### src/rtl/frog_controller.sv
// rtl/frog_controller.sv - frog movement, car collision, goal, lives and score control
//
// Purpose: moves the frog on the 20x15 grid from debounced button pulses,
// detects collisions against every lane's car X, detects goal arrival, and
// tracks lives/score through the PLAY/DEAD/WIN/GAMEOVER states.
// Optional build macro: FROG_BLINK_EN (blink the frog sprite while DEAD).
//
// Ports:
//   i_Clk          system clock (25 MHz pixel clock domain)
//   i_Reset        synchronous active-high reset
//   i_up/i_down    single-cycle move pulses (y-1 / y+1)
//   i_left/i_right single-cycle move pulses (x-1 / x+1)
//   i_car_x        packed car X per lane, lane k = bits [5k+4:5k]
//   o_frog_x/y     frog column 0..19 / row 0..14
//   o_lives        remaining lives
//   o_score        goals reached, saturating at 99
//   o_hit/o_win    one-cycle pulses on collision / goal
//   o_game_over    high while in GAMEOVER
//   o_frog_visible renderer enable for the frog sprite

module frog_controller #(
    parameter int          NUM_LANES      = 4,
    parameter int          FIRST_LANE_ROW = 10,
    parameter int          FROG_START_X   = 9,
    parameter int          FROG_START_Y   = 14,
    parameter int          LIVES_INIT     = 3,
    parameter logic [23:0] DEATH_TICKS    = 24'd12_500_000,
    parameter logic [23:0] WIN_TICKS      = 24'd12_500_000
) (
    input  logic                   i_Clk,
    input  logic                   i_Reset,
    input  logic                   i_up,
    input  logic                   i_down,
    input  logic                   i_left,
    input  logic                   i_right,
    input  logic [5*NUM_LANES-1:0] i_car_x,
    output logic [4:0]             o_frog_x,
    output logic [3:0]             o_frog_y,
    output logic [1:0]             o_lives,
    output logic [6:0]             o_score,
    output logic                   o_hit,
    output logic                   o_win,
    output logic                   o_game_over,
    output logic                   o_frog_visible
);

    localparam logic [4:0] START_X   = 5'(FROG_START_X);
    localparam logic [3:0] START_Y   = 4'(FROG_START_Y);
    localparam logic [1:0] LIVES_RST = 2'(LIVES_INIT);
    localparam logic [4:0] MAX_X     = 5'd19;
    localparam logic [3:0] MAX_Y     = 4'd14;

    typedef enum logic [1:0] {S_PLAY, S_DEAD, S_WIN, S_GAMEOVER} state_t;

    state_t      r_state;
    logic [4:0]  r_frog_x;
    logic [3:0]  r_frog_y;
    logic [1:0]  r_lives;
    logic [6:0]  r_score;
    logic [23:0] r_hold;
    logic        r_hit;
    logic        r_win;
    logic        r_game_over;
    logic        w_hit;
    logic        w_any_btn;

    // Frog column never exceeds 19, so out-of-range car X can never match.
    always_comb begin
        w_hit = 1'b0;
        for (int k = 0; k < NUM_LANES; k++) begin
            if (int'(r_frog_y) == FIRST_LANE_ROW + k && r_frog_x == i_car_x[5*k +: 5])
                w_hit = 1'b1;
        end
    end

    assign w_any_btn = i_up | i_down | i_left | i_right;

`ifdef FROG_BLINK_EN
    logic r_visible;
    assign o_frog_visible = r_visible;
`else
    assign o_frog_visible = 1'b1;
`endif

    always_ff @(posedge i_Clk) begin
        if (i_Reset) begin
            r_state     <= S_PLAY;
            r_frog_x    <= START_X;
            r_frog_y    <= START_Y;
            r_lives     <= LIVES_RST;
            r_score     <= 7'd0;
            r_hold      <= 24'd0;
            r_hit       <= 1'b0;
            r_win       <= 1'b0;
            r_game_over <= 1'b0;
`ifdef FROG_BLINK_EN
            r_visible   <= 1'b1;
`endif
        end else begin
            r_hit <= 1'b0;
            r_win <= 1'b0;
            case (r_state)
                S_PLAY: begin
                    // Collision beats goal, goal beats any button move.
                    if (w_hit) begin
                        r_state <= S_DEAD;
                        r_lives <= (r_lives != 2'd0) ? r_lives - 2'd1 : 2'd0;
                        r_hit   <= 1'b1;
                        r_hold  <= DEATH_TICKS - 24'd1;
                    end else if (r_frog_y == 4'd0) begin
                        r_state <= S_WIN;
                        r_score <= (r_score < 7'd99) ? r_score + 7'd1 : 7'd99;
                        r_win   <= 1'b1;
                        r_hold  <= WIN_TICKS - 24'd1;
                    end else if (i_up) begin
                        if (r_frog_y != 4'd0) r_frog_y <= r_frog_y - 4'd1;
                    end else if (i_down) begin
                        if (r_frog_y != MAX_Y) r_frog_y <= r_frog_y + 4'd1;
                    end else if (i_left) begin
                        if (r_frog_x != 5'd0) r_frog_x <= r_frog_x - 5'd1;
                    end else if (i_right) begin
                        if (r_frog_x != MAX_X) r_frog_x <= r_frog_x + 5'd1;
                    end
                end
                S_DEAD, S_WIN: begin
`ifdef FROG_BLINK_EN
                    if (r_state == S_DEAD && r_hold[21:0] == 22'd0)
                        r_visible <= ~r_visible;
`endif
                    if (r_hold == 24'd0) begin
                        if (r_state == S_DEAD && r_lives == 2'd0) begin
                            r_state     <= S_GAMEOVER;
                            r_game_over <= 1'b1;
                        end else begin
                            r_state  <= S_PLAY;
                            r_frog_x <= START_X;
                            r_frog_y <= START_Y;
                        end
`ifdef FROG_BLINK_EN
                        r_visible <= 1'b1;
`endif
                    end else begin
                        r_hold <= r_hold - 24'd1;
                    end
                end
                S_GAMEOVER: begin
                    // A button only restarts the game; it does not move the frog.
                    if (w_any_btn) begin
                        r_state     <= S_PLAY;
                        r_lives     <= LIVES_RST;
                        r_score     <= 7'd0;
                        r_frog_x    <= START_X;
                        r_frog_y    <= START_Y;
                        r_game_over <= 1'b0;
                    end
                end
                default: r_state <= S_PLAY;
            endcase
        end
    end

    assign o_frog_x    = r_frog_x;
    assign o_frog_y    = r_frog_y;
    assign o_lives     = r_lives;
    assign o_score     = r_score;
    assign o_hit       = r_hit;
    assign o_win       = r_win;
    assign o_game_over = r_game_over;

endmodule
### config.mk
export PLATFORM = sky130hd
export DESIGN_NAME = frog_controller
export DESIGN_NICKNAME = d
export VERILOG_FILES = /design/src/rtl/frog_controller.sv
export SDC_FILE = /design/constraint.sdc
export NUM_CORES = 1
export LEC_CHECK = 0
export ABC_AREA = 1
export BUFFER_PORTS_ARGS = -buffer_cell sky130_fd_sc_hd__clkbuf_2
export CORE_UTILIZATION = 23
export DETAILED_ROUTE_END_ITERATION = 10
export GPL_ROUTABILITY_DRIVEN = 0
export GPL_TIMING_DRIVEN = 1
export SETUP_SLACK_MARGIN = 0.1
export SLEW_MARGIN = 40
export SYNTH_ARGS = -nofsm -noshare
export SYNTH_HDL_FRONTEND = slang
export SYNTH_SLANG_ARGS = --single-unit
export TNS_END_PERCENT = 50
### constraint.sdc
create_clock -name i_Clk -period 1.85 [get_ports i_Clk]
set_clock_uncertainty 0.05 [all_clocks]
set_input_delay 0.2775 -clock i_Clk [delete_from_list [all_inputs] [get_ports i_Clk]]
set_output_delay 0.2775 -clock i_Clk [all_outputs]
set_load 0.005 [all_outputs]
After elaboration in Yosys (flattened, before gate mapping)
Cells that the tools add are included.
Operators by class
  bitwise logic cells: 4
  eq/ne operators: 31
  order comparisons: 1
  add/subtract/negate cells: 7
  muxes and demuxes: 51
  reduce and logical (&&, ||, !) cells: 25
Operator list (count)
  $mux 24: 3
  $mux 5: 11
  $pmux 24 s2: 1
  $mux 4: 9
  $mux 7: 4
  $logic_not 24->1: 1
  $sub 24x1->24 const B: 1
  $ne 2x2->1 const B: 11
  $ne 3x3->1 const B: 7
  $eq 5x5->1: 4
  $mux 2: 8
  $pmux 5 s3: 1
  $pmux 7 s2: 1
  $pmux 4 s3: 1
  $reduce_and 10->1: 1
  $mux 1: 9
  $reduce_and 3->1: 3
  $eq 4x3->1 const B: 2
  $eq 4x4->1 const B: 2
  $reduce_and 4->1: 2
  $reduce_and 8->1: 1
  $reduce_bool 2->1: 4
  $add 7x1->7 const B: 1
  $lt 7x7->1 const B: 1
  other kinds (21): 30
Storage, ports and cells
  output and inout bits: 22
  register bits: 47
  logic and storage cells: 128
  input port bits: 26

Depth between registers and ports, before layout
Gate-level depths: netlist (run 1).
  word-level depth: 9
  depth in mapped cells: 13
  depth with buffers taken out: 13

Least setup slack after synthesis (run 1)
Ideal clock, no wire load.
  path type: flip-flop to flip-flop
  start: register r_state[0]
  end: register r_hold[10]
  slack: 0.062 ns
  data arrival time: 1.667 ns
  stages on the path, launching flop included: 8
  setup time: 0.071 ns
  clock period less this slack: 1.788 ns
  buffers on the path: 2
  data required time: 1.729 ns
  cell sequence: dfxtp_1 > inv_1 > ha_1 > buf_1 > o21ai_2 > buf_2 > nand3_1 > a21oi_2
Between the ends
  word-level cells in the longest chain between the ends: 4
  elaborated cells on any way between the ends: 9
  those cells by class: eq/ne (4); mux (1); reduce/logical (4)
Ends and longest elaborated chain
  from (decl): RTL line 55  | state_t r_state;
  from (signal assigned): RTL line 87  | r_state <= S_PLAY;
  from (signal assigned): RTL line 106  | r_state <= S_DEAD;
  from (signal assigned): RTL line 111  | r_state <= S_WIN;
  $eq 2x1->1 or $eq 2x2->1 (tied branches): RTL line 102  | case (r_state)
  $reduce_or 2->1: RTL line 102
  $ne 2x2->1 (no source line) or $reduce_bool 2->1 (tied branches)
  $reduce_and 3->1 (no source line)
  to (signal assigned): RTL line 109  | r_hold <= DEATH_TICKS - 24'd1;
  to (signal assigned): RTL line 114  | r_hold <= WIN_TICKS - 24'd1;
  to (signal assigned): RTL line 143  | r_hold <= r_hold - 24'd1;
  to (decl): RTL line 60  | logic [23:0] r_hold;
Several ways; a longest one is shown, not always the timed one.
A chain may end at the register's enable or synchronous reset.

Final worst setup path (run 1)
  start: register r_state[1]
  end: register r_hold[14]
The elaborated chain is that of the path after synthesis.

==> impl_results.md, run 1 <==
- Starting density of the core: 23.48%
- Residual antenna-violating net count after detailed routing: 0
- Routed wirelength normalized by instance count: 11.86 um
- Part of the total power dissipated in the clock network: a little under a tenth
- Flop and latch count out of synthesis: 47
- Cells after synthesis: 590
- Number of max-capacitance violations reported: 0
- Length of routed met2 wiring: ~5000 um
- Top cells by area, synth: sky130_fd_sc_hd__dfxtp_1 (25%), sky130_fd_sc_hd__nand2_1 (15%), sky130_fd_sc_hd__nand3_1 (9.7%)
- Leakage Power: between 2 and 2.5 nW
- Number of synthesized flops with an enable pin: 0
- Max Root-Sink Buffers: 2
- Die outline area: roughly 0.017 sq mm
- Metal1 wirelength: roughly 5200 um
- Maximum number of pins on one net before global-route repair: 21
- Number of nets produced by synthesis: about 630
- Unrepaired setup endpoints after global routing: true
- Library cells used by synthesis: just over 40
- Cell family with most CP delay: buffers and inverters
- Most used DFF post-synth: sky130_fd_sc_hd__dfxtp_1
- Reg area: roughly 980 sq um
- Post-DP HPWL: 7566 um
- Final setup viols: 0
- Number of stages on the worst setup path: 9
- Final Hold Fails: 0
- Footprint of the multi-input gates: between 0.002 and 0.003 sq mm
- Setup WS pre-CTS: -0.001510 ns
- Layout-stage area growth over the synthesis result: 39.89%
- TritonCTS Buffers: 5
- Library cell occupying the most area in the post-synthesis netlist: sky130_fd_sc_hd__dfxtp_1
- Final max-slew violation count: 0
- Async set or reset register ratio after synthesis: 0%
- Initial drt markers: 178
- Clk_lat worst skew: just over 0.3 ns
- Cell at the slowest stage of the critical path: sky130_fd_sc_hd__dfxtp_1
- Root Buffer Master: sky130_fd_sc_hd__clkbuf_16
- Number of warnings reported in the yosys synthesis log: 0
- Share of post-route cells with drive strength above 1: a little under two fifths
- Internal Dissipation: ~5.4 mW
- Horizontal die dimension: around 130 um
- Power Dens Cells: 2007 mW/mm^2
- Core box area: roughly 0.016 sq mm
- Share of the yosys chip area belonging to registers: around 25%
- CTS H-tree lvls: 2
- Drt via density: 4.376
- Top routing layer in use: met4
- Sequential cell fraction of total power: 16.1%
- Wire length of the first global-routing pass: roughly 17000 um
- Fin Setup TNS: 0 ns
- Highest-count cells in the layout ignoring fill and taps: sky130_fd_sc_hd__nand2_1 (149), sky130_fd_sc_hd__nor2_1 (68), sky130_fd_sc_hd__nand3_1 (59)
- Count of boundary I/O pins: 48
- Post-Syn Area: approximately 0.0037 sq mm
- Final non-filler cell area: between 0.005 and 0.006 sq mm
- Number of port buffers: 46
- Share of the cycle needed by the critical path after routing: just over 90%
- Required time at the endpoint of the critical path: ~2.0 ns
- CTS tree: yes
- Max stage delay on crit path: approximately 0.35 ns
- Switching pwr: around 5.0 mW
- Met3 Wirelength: approximately 470 um
- Final WL: about 11000 um
- First-pass detailed-route iteration total: 5
- Clk slew on worst S/H paths: around 0.080 ns
- Ant diodes: 0
- TritonCTS Sinks: 47
- Avg Cell Area, Syn: about 6.3 sq um
- Non-filler cells, final: just over 900
- Post-route setup slack: 0.1205 ns
- Most frequent standard cell in the layout excluding fill and tap cells: sky130_fd_sc_hd__nand2_1
- Placed Cells incl. Taps: 874
- Final core occ: about a third
- Reg-to-reg setup timing slack: between 0.1 and 0.15 ns
- Capturing element type of the critical path: flip-flop
- Final routed DRC violation total: 0
- Combined global-route utilization of all metal layers: between 10% and 20%
- Maximum vdd ir drop: 0.7151 mV
- Net count reported at finish: about 730
- Outcome: finished clean
- Critical Path Most Common Cell: sky130_fd_sc_hd__buf_12
- Filler instances: about 1800
- Fmax achieved: 0.5782 GHz
- Worst Hold Path Cells: 2
- Crit path launch type: flip-flop
- Relative contribution of combinational cells to total power: 74.4%
- Worst hold margin: 0.3150 ns
- Grt total ovfl: 0
- Switching share of total power: 48.10%
- Cell area after placement: approximately 0.0044 sq mm
- Power consumption: between 10 and 15 mW
- Path type of the worst setup path: reg2reg
- Cells traversed along the worst timing path: inv_2, ha_4, buf_12, nand2_2, o21ai_4, buf_12, clkbuf_16, nand3_2, a21oi_2
- Antenna violations before repair: 0
- DR vias: between 3000 and 4000
- Die Ht: 129.3 um
- Critical path buffers and inverters: 4
- Number of core rows: 46
- Critical-path maximum fanout: 10
- Reg2Reg Depth: 9
- Arrival time at the worst endpoint: 1.92 ns
- Number of global-route vias before repair: 3572
- Portion of synthesized cell area occupied by the leading cell type: approximately a quarter
- Minimum clock period: between 1.5 and 2 ns
- Worst Hold Class: in2reg
cells by family (layout without fill, tap and decap cells):
kind of cell	count (synthesis)	after routing	synth area share (%)
flip-flops	47	47	25.23
other	1	1	0.1005
XOR/XNOR	8	8	1.879
AO/OA/AOI/OAI	58	58	10.50
adder cells (fa/ha/maj)	13	13	4.763
buffers and inverters	78	177	9.527
AND/OR/NAND/NOR	385	387	48.00
path summary, 6_finish.rpt:
kind,from,end
worst min-delay path,i_Reset,r_hold[6]
worst max register to register,r_state[1],r_hold[14]
worst max-delay path,r_state[1],r_hold[14]
worst min register to register,o_game_over,o_game_over
cell usage after synthesis (2+ instances only):
cell / count
sky130_fd_sc_hd__a21oi_2: 20
sky130_fd_sc_hd__nor3b_1: 2
sky130_fd_sc_hd__nand3b_1: 4
sky130_fd_sc_hd__nand3_1: 72
sky130_fd_sc_hd__xnor2_1: 5
sky130_fd_sc_hd__xor2_1: 3
sky130_fd_sc_hd__nor2_2: 2
sky130_fd_sc_hd__or2_2: 11
sky130_fd_sc_hd__clkbuf_1: 5
sky130_fd_sc_hd__inv_1: 54
sky130_fd_sc_hd__fa_1: 2
sky130_fd_sc_hd__a21oi_1: 13
sky130_fd_sc_hd__nand2_1: 154
sky130_fd_sc_hd__o21ai_0: 15
sky130_fd_sc_hd__dfxtp_1: 47
sky130_fd_sc_hd__inv_2: 8
sky130_fd_sc_hd__nand2_4: 3
sky130_fd_sc_hd__nor2_1: 88
sky130_fd_sc_hd__nand3_2: 4
sky130_fd_sc_hd__nor2_4: 3
sky130_fd_sc_hd__a211oi_1: 4
sky130_fd_sc_hd__nand4_1: 8
sky130_fd_sc_hd__or2_1: 3
sky130_fd_sc_hd__buf_12: 2
sky130_fd_sc_hd__o21ai_2: 3
sky130_fd_sc_hd__buf_2: 3
sky130_fd_sc_hd__nor3_1: 3
sky130_fd_sc_hd__buf_6: 3
sky130_fd_sc_hd__nand2_2: 24
sky130_fd_sc_hd__ha_1: 11
flip-flops by register name (all words and copies together), names as in the netlist:
name / flops
o_game_over: 1
r_state: 2
o_frog_y: 4
o_score: 7
r_hold: 24
o_hit: 1
o_lives: 2
o_frog_x: 5
o_win: 1
layout make-up:
cell class                      instances  area share (%)
Clock buffer                            5           2.398
Inverter                               63           4.628
Clock inverter                          3          0.5516
Timing Repair Buffer                  106           16.57
Sequential cell                        47           18.78
Tap cell                              216           5.180
Multi-Input combinational cell        467           51.89
per-layer routing:
layer	vias to the layer above	global-route usage, %
met4	0	3.322
li1	2088	-
met5	-	0
met2	80	21.35
met3	11	2.560
met1	1790	16.54
worst reg2reg max path, cell delays in order, from the launching register on:
cell and delay, ns:
sky130_fd_sc_hd__dfxtp_1 0.35, sky130_fd_sc_hd__inv_2 0.07, sky130_fd_sc_hd__ha_4 0.29, sky130_fd_sc_hd__buf_12 0.14
sky130_fd_sc_hd__nand2_2 0.10, sky130_fd_sc_hd__o21ai_4 0.11, sky130_fd_sc_hd__buf_12 0.17, sky130_fd_sc_hd__clkbuf_16 0.17
sky130_fd_sc_hd__nand3_2 0.09, sky130_fd_sc_hd__a21oi_2 0.13
power by group through the flow:
stage	Combinational, mW	Sequential [mW]	Clock [mW]
final	7.79	1.68	0.994
after floorplan	4.23	1.61	0
after CTS	6.27	1.61	1.04
after detailed placement	5.56	1.62	0
after global placement	5.51	1.62	0
after global routing	8.54	1.73	1.08
timing repair:
action	in CTS	in global routing
hold buffers	0	0
gates resized for setup	15	92
setup endpoints to repair	36	40
pin swaps	4	27
gates cloned	2	4
setup buffers	3	16
No activity file was read; power rests on OpenSTA's default activity.
==> inputs of run 2 (changes only) <==
- ABC_AREA: 1 -> not set
- CORE_UTILIZATION: 23 -> 55
- PLACE_DENSITY: not set -> 0.78
- clock period: 1.85 -> 2.1 ns (I/O delays scaled with it)
==> run 2 against run 1 <==
Critical path depth decreased by 2. The flow now finishes with violations (negative setup slack). Non-clock buffer count grew 41. Maximum frequency shrank 32%. First-iteration DRC count grew 92%. Area after synthesis fell by 20%. Global-route usage rose by 18 points. Critical path type unchanged. Clock power is 20% lower. Die area is 66% lower. Final cell count down 38%. Final area shrank 18%. Utilization up 50 points.
==> impl_results.md, run 2 <==
- Maximum vdd ir drop: 1.235 mV (+73%)
- Most used DFF post-synth: sky130_fd_sc_hd__dfxtp_1
- Portion of synthesized cell area occupied by the leading cell type: 31.49% (+6.3 points)
- Residual antenna-violating net count after detailed routing: 0 (unchanged)
- Final WL: 9409 um (-13%)
- Fmax achieved: 0.3932 GHz (-32%)
- Top cells by area, synth: sky130_fd_sc_hd__dfxtp_1 (31%), sky130_fd_sc_hd__xor2_1 (5.9%), sky130_fd_sc_hd__a21oi_1 (5.2%)
- Library cells used by synthesis: 59 (+44%)
- Final core occ: 82.68% (+50 points)
- Share of the cycle needed by the critical path after routing: 121.1% (+28 points)
- Share of the yosys chip area belonging to registers: 31.49% (+6.3 points)
- Leakage Power: 1.854 nW (-25%)
- Max FFs per register: 24 (unchanged)
- Net count reported at finish: 534 (-27%)
- TritonCTS Sinks: 47 (unchanged)
- Minimum clock period: 2.543 ns (+0.8139 ns)
- Clk_lat worst skew: 0.31 ns (about the same)
- Number of warnings reported in the yosys synthesis log: 0 (unchanged)
- Final max-slew violation count: 0 (unchanged)
- Post-Syn Area: 0.002988 sq mm (-20%)
- CTS tree: yes
- Critical-path maximum fanout: 5 (-5)
- Async set or reset register ratio after synthesis: 0% (unchanged)
- Die Ht: 75.71 um (-41%)
- Share of post-route cells with drive strength above 1: 40.32% (+2.6 points)
- Final routed DRC violation total: 0 (unchanged)
- Antenna violations before repair: 0 (unchanged)
- Combined global-route utilization of all metal layers: 31.06% (+18 points)
- Final Hold Fails: 0 (unchanged)
- Number of core rows: 26 (-43%)
- Crit path launch type: flip-flop
- Post-route setup slack: -0.4434 ns (-0.5639 ns)
- Layout-stage area growth over the synthesis result: 43.13%
- DR vias: 3460 (-13%)
- Ant diodes: 0 (unchanged)
- First-pass detailed-route iteration total: 5 (unchanged)
- Wire length of the first global-routing pass: 13560 um (-20%)
- Violations in the final reports: negative setup slack
- Routed wirelength normalized by instance count: 16.62 um (+40%)
- Post-DP HPWL: 6404 um (-15%)
- Fin Setup TNS: -10.04 ns (-10.04 ns)
- TritonCTS Buffers: 5 (unchanged)
- Final setup viols: 36 (+36)
- Clk slew on worst S/H paths: 0.09 ns (about the same)
- Cell area after placement: 0.003958 sq mm (-10%)
- Register ranked first by flip-flop count: r_hold
- Count of boundary I/O pins: 48 (unchanged)
- Commonest cells post-synth: sky130_fd_sc_hd__dfxtp_1 (47), sky130_fd_sc_hd__nor2_1 (33), sky130_fd_sc_hd__a21oi_1 (31), sky130_fd_sc_hd__xor2_1 (20)
- Root Buffer Master: sky130_fd_sc_hd__clkbuf_8
- Number of global-route vias before repair: 3011 (-16%)
- Worst Hold Class: in2reg
- Final non-filler cell area: 0.004277 sq mm (-18%)
- CTS H-tree lvls: 2 (unchanged)
- Flop and latch count out of synthesis: 47 (unchanged)
- Arrival time at the worst endpoint: 2.72 ns (+0.80 ns)
- Core box area: 0.005172 sq mm (-67%)
- Number of nets produced by synthesis: 403 (-36%)
- Capturing element type of the critical path: flip-flop
- Path type of the worst setup path: reg2reg
- Power Dens Cells: 1725 mW/mm^2 (-14%)
- Starting density of the core: 57.76% (+34 points)
- Most used standard cell by instance count after synthesis: sky130_fd_sc_hd__dfxtp_1
- Die outline area: 0.005731 sq mm (-66%)
- Avg Cell Area, Syn: 8.208 sq um (+30%)
- Required time at the endpoint of the critical path: 2.28 ns (+0.24 ns)
- Most frequent standard cell in the layout excluding fill and tap cells: sky130_fd_sc_hd__buf_4
- Library cell occupying the most area in the post-synthesis netlist: sky130_fd_sc_hd__dfxtp_1
- Cells after synthesis: 364 (-38%)
- Highest-count cells in the layout ignoring fill and taps: sky130_fd_sc_hd__buf_4 (97), sky130_fd_sc_hd__clkbuf_2 (46), sky130_fd_sc_hd__dfxtp_1 (39)
- Max Root-Sink Buffers: 2 (unchanged)
- Horizontal die dimension: 75.71 um (-41%)
- Initial drt markers: 341 (+92%)
- Grt total ovfl: 0 (unchanged)
- Outcome: finished, violations left
- Unrepaired setup endpoints after global routing: true
- Number of synthesized flops with an enable pin: 0 (unchanged)
- Number of buffers inserted by hold repair at cts: 0 (unchanged)
- Worst hold margin: 0.4183 ns (+0.1034 ns)
- Number of port buffers: 46 (unchanged)
- Number of max-capacitance violations reported: 0 (unchanged)
- Drt via density: 6.113 (+40%)
- Maximum number of pins on one net before global-route repair: 21 (unchanged)
run 2: what timing repair did:
| action | 4_1_cts | 5_1_grt |
|---|---|---|
| endpoints found under the setup margin | 38 | 42 |
| gates resized for setup | 11 | 26 |
| setup buffers | 2 | 3 |
| gates cloned | 0 | 1 |
| pin swaps | 8 | 10 |
run 2: critical path: stages (launching register included):
cell	delay (ns)
sky130_fd_sc_hd__dfxtp_1	0.34
sky130_fd_sc_hd__or4_1	0.55
sky130_fd_sc_hd__or3_4	0.43
sky130_fd_sc_hd__o21ai_4	0.20
sky130_fd_sc_hd__and2_4	0.22
sky130_fd_sc_hd__nand4_1	0.14
sky130_fd_sc_hd__or3b_1	0.41
sky130_fd_sc_hd__a21oi_1	0.13
run 2: area by class of cell:
class / instances / area (sq um)
Clock buffer: 5 / 68.82
Sequential cell: 47 / 950.9
Inverter: 14 / 52.55
Tap cell: 70 / 87.58
Multi-Input combinational cell: 280 / 2043
Fill cell: 298 / 895.9
Clock inverter: 3 / 67.56
Timing Repair Buffer: 147 / 1006
run 2: through the flow:
step	total power [mW]	instances	setup slack (ns)
final	7.376	566	-0.4434
after global routing	7.808	566	-0.5288
after CTS	6.759	562	-0.3116
after detailed placement	5.808	552	-0.2726
after global placement	5.680	552	-0.2419
after floorplan	3.886	364	-0.2870
run 2: final timing paths:
check                  start          end  slack [ns]  cells past startpoint
setup reg to reg  r_hold[14]  o_frog_x[1]       -0.44                      7
hold / removal       i_Reset  o_frog_x[1]        0.42                      2
hold reg to reg   r_hold[16]   r_hold[16]        0.44                      2
setup / recovery  r_hold[14]  o_frog_x[1]       -0.44                      7
run 2: where the power goes:
part | switching [mW] | total, mW | internal (mW)
Clock | 0.317 | 0.791 | 0.475
Sequential | 0.187 | 1.34 | 1.16
Combinational | 2.61 | 5.24 | 2.63
run 2: per-layer routing:
metal | vias to the layer above | track usage, % | part of all wire (%)
li1 | 1603 | - | -
met1 | 1654 | 40.57 | 42
met2 | 171 | 51.88 | 49
met3 | 32 | 4.497 | 6.3
met4 | 0 | 11.93 | 2.3
met5 | - | 0 | 0
run 2: kinds of logic (layout without fill, tap and decap cells):
kind of cell | Yosys count | after routing | share of synthesized area [%]
buffers and inverters | 37 | 169 | 5.150
other | 1 | 1 | 0.1255
muxes | 3 | 3 | 1.005
and+or+nand+nor | 127 | 127 | 23.87
DFF | 47 | 47 | 31.49
AOI/OAI and AO/OA | 101 | 101 | 22.15
xor gates and xnor gates | 35 | 35 | 10.26
adders and majority gates | 13 | 13 | 5.946
